==> src/rtl/sevseg_pkg.sv <==
// Shared constants for the seven-segment scan driver: glyphs, digit count, slot phase.
package sevseg_pkg;

    localparam int NUM_DIGITS = 8;

    // Active-high glyphs, bit order {g,f,e,d,c,b,a}
    localparam logic [6:0] SEG_0     = 7'h3F;
    localparam logic [6:0] SEG_1     = 7'h06;
    localparam logic [6:0] SEG_2     = 7'h5B;
    localparam logic [6:0] SEG_3     = 7'h4F;
    localparam logic [6:0] SEG_4     = 7'h66;
    localparam logic [6:0] SEG_5     = 7'h6D;
    localparam logic [6:0] SEG_6     = 7'h7D;
    localparam logic [6:0] SEG_7     = 7'h07;
    localparam logic [6:0] SEG_8     = 7'h7F;
    localparam logic [6:0] SEG_9     = 7'h6F;
    localparam logic [6:0] SEG_A     = 7'h77;
    localparam logic [6:0] SEG_B     = 7'h7C;
    localparam logic [6:0] SEG_C     = 7'h39;
    localparam logic [6:0] SEG_D     = 7'h5E;
    localparam logic [6:0] SEG_E     = 7'h79;
    localparam logic [6:0] SEG_F     = 7'h71;
    localparam logic [6:0] SEG_BLANK = 7'h00;

    typedef enum logic {
        PH_BLANK = 1'b0,
        PH_ON    = 1'b1
    } phase_t;

endpackage

==> src/rtl/sevseg_decoder.sv <==
// BCD/hex nibble to active-high 7-segment glyph. Define SEVSEG_HEX_EN to render
// nibbles 10-15 as A,b,C,d,E,F; otherwise they are blank.
module sevseg_decoder
    import sevseg_pkg::*;
(
    input  logic [3:0] nibble,
    output logic [6:0] glyph
);

    always_comb begin
        glyph = SEG_BLANK;
        case (nibble)
            4'h0: glyph = SEG_0;
            4'h1: glyph = SEG_1;
            4'h2: glyph = SEG_2;
            4'h3: glyph = SEG_3;
            4'h4: glyph = SEG_4;
            4'h5: glyph = SEG_5;
            4'h6: glyph = SEG_6;
            4'h7: glyph = SEG_7;
            4'h8: glyph = SEG_8;
            4'h9: glyph = SEG_9;
`ifdef SEVSEG_HEX_EN
            4'hA: glyph = SEG_A;
            4'hB: glyph = SEG_B;
            4'hC: glyph = SEG_C;
            4'hD: glyph = SEG_D;
            4'hE: glyph = SEG_E;
            4'hF: glyph = SEG_F;
`else
            4'hA, 4'hB, 4'hC, 4'hD, 4'hE, 4'hF: glyph = SEG_BLANK;
`endif
        endcase
    end

endmodule

==> src/rtl/sevseg_scan.sv <==
// Eight-digit multiplexed seven-segment driver with per-frame shadow latch and
// blanking guard at the start of every digit slot. Hex glyphs via SEVSEG_HEX_EN.
module sevseg_scan
    import sevseg_pkg::*;
#(
    parameter int FREQ_HZ      = 100000000,
    parameter int DIGIT_HZ     = 8000,
    parameter int BLANK_CYCLES = 100
) (
    input  logic        clk,
    input  logic        resetn,
    input  logic [31:0] display,
    input  logic [7:0]  digit_enable,
    input  logic [7:0]  dp_enable,
    output logic [7:0]  anode,
    output logic [7:0]  cathode,
    output logic        frame_strobe
);

    localparam int DWELL = FREQ_HZ / DIGIT_HZ;
    localparam int CNT_W = (DWELL > 1) ? $clog2(DWELL) : 1;

    logic [CNT_W-1:0] cnt_reg, cnt_next;
    logic [2:0]       idx_reg, idx_next;
    logic [31:0]      display_reg;
    logic [7:0]       den_reg;
    logic [7:0]       dp_reg;
    logic [7:0]       anode_reg, anode_next;
    logic [7:0]       cathode_reg, cathode_next;
    logic             strobe_reg;

    logic             frame_latch;
    phase_t           phase;
    logic             lit;
    logic [3:0]       nibbles [NUM_DIGITS];
    logic [3:0]       nibble_sel;
    logic [6:0]       glyph;

    assign frame_latch = (cnt_reg == '0) && (idx_reg == 3'd0);
    assign phase       = (int'(cnt_reg) < BLANK_CYCLES) ? PH_BLANK : PH_ON;
    assign lit         = (phase == PH_ON) && den_reg[idx_reg];

    always_comb begin
        cnt_next = cnt_reg + 1'b1;
        idx_next = idx_reg;
        if (cnt_reg == CNT_W'(DWELL - 1)) begin
            cnt_next = '0;
            idx_next = idx_reg + 3'd1;
        end
    end

    genvar gi;
    generate
        for (gi = 0; gi < NUM_DIGITS; gi++) begin : g_digit
            assign nibbles[gi]    = display_reg[4*gi +: 4];
            // Only the active slot's anode can go low, so two digits never overlap
            assign anode_next[gi] = ~(lit && (idx_reg == 3'(gi)));
        end
    endgenerate

    assign nibble_sel = nibbles[idx_reg];

    sevseg_decoder u_decoder (
        .nibble (nibble_sel),
        .glyph  (glyph)
    );

    assign cathode_next = lit ? {~dp_reg[idx_reg], ~glyph} : 8'hFF;

    always_ff @(posedge clk) begin
        if (!resetn) begin
            cnt_reg     <= '0;
            idx_reg     <= 3'd0;
            display_reg <= '0;
            den_reg     <= '0;
            dp_reg      <= '0;
            anode_reg   <= 8'hFF;
            cathode_reg <= 8'hFF;
            strobe_reg  <= 1'b0;
        end else begin
            cnt_reg     <= cnt_next;
            idx_reg     <= idx_next;
            anode_reg   <= anode_next;
            cathode_reg <= cathode_next;
            strobe_reg  <= frame_latch;
            if (frame_latch) begin
                display_reg <= display;
                den_reg     <= digit_enable;
                dp_reg      <= dp_enable;
            end
        end
    end

    assign anode        = anode_reg;
    assign cathode      = cathode_reg;
    assign frame_strobe = strobe_reg;

endmodule

==> config.mk <==
export PLATFORM = sky130hd
export DESIGN_NAME = sevseg_scan
export DESIGN_NICKNAME = d
export VERILOG_FILES = /design/src/rtl/sevseg_pkg.sv /design/src/rtl/sevseg_decoder.sv /design/src/rtl/sevseg_scan.sv
export SDC_FILE = /design/constraint.sdc
export NUM_CORES = 1
export LEC_CHECK = 0
export CORE_MARGIN = 4
export CORE_UTILIZATION = 30
export CTS_CLUSTER_DIAMETER = 200
export DETAILED_ROUTE_END_ITERATION = 12
export GPL_TIMING_DRIVEN = 0
export PLACE_DENSITY = 0.48
export SLEW_MARGIN = 10
export SYNTH_ARGS = -nofsm -noshare
export SYNTH_HDL_FRONTEND = slang
export SYNTH_SLANG_ARGS = --single-unit
==> constraint.sdc <==
create_clock -name clk -period 2.8 [get_ports clk]
set_input_delay 0.56 -clock clk [delete_from_list [all_inputs] [get_ports clk]]
set_output_delay 0.56 -clock clk [all_outputs]
set_load 0.005 [all_outputs]
### Word-level counts from Yosys, hierarchy flattened

Memories as Yosys holds them, arrays and structs flattened.
Cells that the tools add are included.

| operators by class | value |
|---|---|
| add/sub/neg operators | 2 |
| $lt $le $gt $ge | 3 |
| equal/unequal tests | 8 |
| mux-type cells | 8 |
| bitwise operators | 12 |
| reduce and logical (&&, ||, !) cells | 14 |

Operator list:

| operator | count |
|---|---|
| $add A14 B1 Y14 const B | 1 |
| $eq A14 B14 Y1 const B | 1 |
| $logic_not A14 Y1 | 1 |
| $lt A14 B7 Y1 const B | 1 |
| $bmux W4 S3 | 1 |
| $eq A3 B3 Y1 const B | 4 |
| $logic_and A1 B1 Y1 | 10 |
| $not A1 Y1 | 10 |
| $mux W4 | 2 |
| $not A7 Y7 | 1 |
| $bmux W1 S3 | 2 |
| $eq A3 B2 Y1 const B | 2 |
| $ge A4 B4 Y1 const B | 1 |
| $lt A3 B4 Y1 const B | 1 |
| $not A3 Y4 | 1 |
| $add A3 B1 Y3 const B | 1 |
| $eq A3 B1 Y1 const B | 1 |
| $logic_not A3 Y1 | 1 |
| $mux W1 | 3 |
| $reduce_and A2 Y1 | 1 |
| $reduce_or A2 Y1 | 1 |

| word-level totals | value |
|---|---|
| bits in registers | 82 |
| ROM bits | 112 |
| output and inout bits | 17 |
| logic and storage cells | 56 |
| memories kept | 1 |

Memories:

| memory | depth | bits a word | read ports | clocked after memory_dff | write ports | RTL line | source |
|---|---|---|---|---|---|---|---|
| (name not given) | 16 | 7 | 1 | 0 | 0 | sevseg_decoder.sv:12 | `case (nibble)` |

### Depth between registers and ports, before layout

Gate-level depths: netlist of the first run.
An unclocked memory read counts as a cell.

| depth | value |
|---|---|
| depth in word-level cells | 6 |
| mapped depth | 10 |

### By module

A second synthesis of the first run with hierarchy kept.

| second synthesis, totals | value |
|---|---|
| cell total of the unflattened synthesis | 351 |
| area, all modules | 3524.6 um^2 |

By module, submodules not included:

| module | instances | cells an instance | area an instance (um^2) |
|---|---|---|---|
| sevseg_scan | 1 | 325 | 3323.2 |
| sevseg_decoder | 1 | 26 | 201.4 |

### Worst setup path before layout of the first run

No wires, ideal clock.

| timing | value |
|---|---|
| path type | reg2reg |
| start | register idx_reg[0] |
| end | register display_reg[12] |
| library setup time | 132 ps |
| arrival | 2210 ps |
| required time | 2668 ps |
| setup slack | 458 ps |
| stages on the path, launching flop included | 11 |
| clock period less this slack | 2342 ps |
| path through | dfxtp_1 > buf_2 > buf_4 > inv_1 > ha_1 > or4b_1 > or4_4 > buf_6 > buf_8 > o21ai_1 > a21oi_1 |

| on the way | value |
|---|---|
| word-level cells in the longest chain between the ends | 2 |

RTL lines:

| what | RTL line | source |
|---|---|---|
| start, declared | sevseg_scan.sv:24 | `logic [2:0] idx_reg, idx_next;` |
| start signal, assigned | sevseg_scan.sv:82 | `idx_reg <= idx_next;` |
| $logic_not A3 Y1 | sevseg_scan.sv:39 | `assign frame_latch = (cnt_reg == '0) && (idx_reg == 3'd0);` |
| $logic_and A1 B1 Y1 | sevseg_scan.sv:39 |  |
| end signal, assigned | sevseg_scan.sv:87 | `display_reg <= display;` |
| end, declared | sevseg_scan.sv:25 | `logic [31:0] display_reg;` |

Every way passes these cells.
A chain may end at the register's enable or synchronous reset.

### Worst setup path in the final report of the first run

| timing | value |
|---|---|
| start | register idx_reg[0] |
| end | register display_reg[18] |

Same word-level chain as after synthesis.

==> metrics.yaml, run 1 <==
synth:
  ys_warn_count: 0
  synth_top_family_by_area: "simple AND/OR/NAND/NOR gates"
  synth_top_area_cell: "dfxtp_1"
  synth-compound-area-share: 0.1561
  yosys.area.top_type_share: 0.4453
  synthTopCellsByArea: "dfxtp_1, mux4_2, nand3_1, a21oi_1, o21ai_0"
  synth_simple_gate_area_share: 0.1673
  ys_seq_elements: 82
  synth_mux_area_frac: 0.1018
  synth_cells: 404
  synthAdderAreaFrac: 0.04413
  avgSynthCellArea_um2: 9.124
  synth_xor_area_frac: 0.03089
  synth_seq_area_share: 0.4453
  syn_nets: 467
  synth_cell_types: 41
  netlist_area_um2: 3686
placed_design:
  gp_congestion: 0.7711
  place_ws_ns: 0.02395
  port_buffers: 66
  dp.cells: 617
  hpwl_mm: 7.260
  dpl-instance-area_um2: 4531
power:
  p_int_mw: 2.203
  peakVddDrop_v: 0.0002915
  combPwrFrac: 0.135
  p_sw_mw: 0.7170
  p_leak_nw: 1.792
  p_per_area_nw_per_um2: 601.1
  p_sw_frac: 0.2456
  seqPwrFrac: 0.436
  power.share.clock: 0.429
cells_and_area:
  largest_reg_flops: 32
  drive_gt1_frac: 0.1070
  final_common_cell: "dfxtp_1"
  area_growth_pct: 31.77
  n_antenna_cell: 0
  nets: 544
  final_cell_mix: "dfxtp_1, clkdlybuf4s50_1, nand3_1"
  design_area_um2: 4857
  layout.cells.non_filler: 633
timing:
  setup_ws_ns: 0.1769
  max_freq_mhz: 381.2
  timing.setup.tns_ns: 0
  hold_viol_final: 0
  finalSetupViolCount: 0
  period_needed_ns: 2.623
  fin_crit_sh: 0.9368
  worst_pin_slew_ns: 0.6835
  finalClockSkew_ns: 0.006217
  rsz0062_at_grt: "no"
  maxSlewViolCount: 0
  relSlewSlack: 0.5313
global_routing:
  grt_antenna_before_repair: 0
  grt_overflow: 0
  grt_use_total: 0.1427
  grt_start_max_net_pins: 15
  grt_pass1_wl_mm: 16.18
  grt_pass1_vias: 3253
min_path:
  min_path_type: "reg -> reg"
  whs_path_depth: 2
  worst_hold_startpoint: "display_reg[26]"
worst_setup_path:
  crit_arrival_ns: 2.82
  setup.worst_path.start: "idx_reg[0]"
  timing.critical_path.slowest_stage_cell: "or4_4"
  end_kind: "flip-flop"
  path_max_fanout: 10
  ff2ff_path_depth: 10
  required_ns: 2.99
  start_kind: "flip-flop"
  r2r_start: "idx_reg[0]"
  slowest_delay_ns: 0.48
  worstSetupPathType: "reg -> reg"
  cp_cell_sequence: "buf_2 > buf_4 > inv_1 > ha_1 > or4b_1 > or4_4 > buf_6 > buf_8 > o21ai_1 > a21oi_1"
clock_network:
  clk_latency_ns: 0.33
  cts_hold_buffers: 0
  path_clk_slew_ns: 0.06
  postCtsResizedCells: 0
  htreeDepth: 3
  cts_tree: "yes"
  cts_buffers: 9
  cts_setup_buffers: 0
  clockBufferDepth: 2
  clock_sinks: 82
  clockRootBuffer: "clkbuf_16"
detailed_routing:
  drt_iter0_drc: 120
  final_antenna_net_count: 0
  drtPass1Iterations: 4
  route.detailed.drc: 0
  via_count: 3162
  vias_per_cell: 4.995
  wl_mm: 9.714
  wire_per_inst_um: 15.35
floorplanning:
  die_h_um: 118.8
  start_util: 0.3069
  die_w_um: 118.8
  core_um2: 12010
  dieArea_um2: 14120
  rows: 40
  ios: 67
status:
  status: "complete, no violations"
job:
  maxCapViolations: 0
## worst paths after layout
| check | to | slack (ns) |
|---|---|---|
| min | display_reg[26] | 0.47 |
| min reg2reg | display_reg[26] | 0.47 |
| max reg2reg | display_reg[18] | 0.18 |
| max | display_reg[18] | 0.18 |
## Yosys cell counts (all sizes together)
master,number
or3,2
o211ai,1
nor3b,2
and4b,1
nand2,18
mux4,12
o31ai,1
a32oi,3
nand2b,2
buf,13
and3,2
mux2,4
a21oi,50
nand3,51
and4,1
xnor2,8
or4,2
inv,12
ha,13
o311a,1
dfxtp,82
nor2,23
clkinv,1
nand4,7
o21ai,51
mux2i,6
a211oi,1
clkbuf,19
nor4,4
a22oi,1
xor2,5
or4b,1
nor3,4
## power by group through the flow
| stage | Combinational [mW] | Sequential, mW | Clock [mW] |
|---|---|---|---|
| final | 0.394 | 1.27 | 1.25 |
| after global routing | 0.443 | 1.28 | 1.32 |
| after CTS | 0.396 | 1.27 | 1.28 |
| after detailed placement | 0.393 | 1.30 | 0 |
| after global placement | 0.389 | 1.30 | 0 |
| after floorplan | 0.243 | 1.29 | 0 |
## cell type report
cell class,count,area [um2]
Fill cell,1231,7154
Timing Repair Buffer,66,660.6
Clock inverter,7,92.59
Inverter,13,48.80
Sequential cell,82,1642
Buffer,32,156.4
Tap cell,147,183.9
Clock buffer,9,225.2
Multi-Input combinational cell,277,1848
## per-stage QoR
stage | power, mW | util | hold WS (ns)
2_1_floorplan | 1.529 | - | 0.4358
3_3_place_gp | 1.684 | 0.3772 | 0.4554
3_5_place_dp | 1.691 | 0.3772 | 0.4641
4_1_cts | 2.952 | 0.4036 | 0.4709
5_1_grt | 3.047 | 0.4044 | 0.4897
6_report | 2.920 | 0.4044 | 0.4704
## cell families after synthesis
| family | count (synthesis) |
|---|---|
| compound gates | 109 |
| xor+xnor | 13 |
| fa+ha+maj | 13 |
| buf+inv | 45 |
| flops | 82 |
| mux | 22 |
| simple gates | 120 |
## worst max-delay path: cells and delay by family (launching register included)
family | cells | cell delay, ns
and+or+nand+nor | 2 | 0.93
buffers and inverters | 5 | 0.83
AOI/OAI and AO/OA | 2 | 0.20
adders and majority gates | 1 | 0.22
DFF | 1 | 0.32
## per-layer routing
layer | vias up | share of wire | wire (um) | track usage
met5 | - | 0 | 0 | 0
met4 | 0 | 0.016 | 160 | 0.05720
met3 | 13 | 0.047 | 459 | 0.03086
met2 | 76 | 0.46 | 4435 | 0.2284
met1 | 1470 | 0.48 | 4658 | 0.1876
li1 | 1603 | - | - | -
No activity file was read; power rests on OpenSTA's default activity.
==> run 2: changes to the inputs <==
--- a/config.mk
+++ b/config.mk
@@ -10,6 +10,7 @@
 export CTS_CLUSTER_DIAMETER = 200
 export DETAILED_ROUTE_END_ITERATION = 12
 export GPL_TIMING_DRIVEN = 0
+export HOLD_SLACK_MARGIN = 0.06
 export PLACE_DENSITY = 0.48
 export SLEW_MARGIN = 10
 export SYNTH_ARGS = -nofsm -noshare
==> results of run 2 <==
The final DEF is identical to that of run 1; final timing and power are the same.
==> run 3: changes to the inputs <==
--- a/config.mk
+++ b/config.mk
@@ -5,6 +5,7 @@
 export SDC_FILE = /design/constraint.sdc
 export NUM_CORES = 1
 export LEC_CHECK = 0
+export CAP_MARGIN = 40
 export CORE_MARGIN = 4
 export CORE_UTILIZATION = 30
 export CTS_CLUSTER_DIAMETER = 200
==> results of run 3 <==
The final DEF is identical to that of run 1; final timing and power are the same.
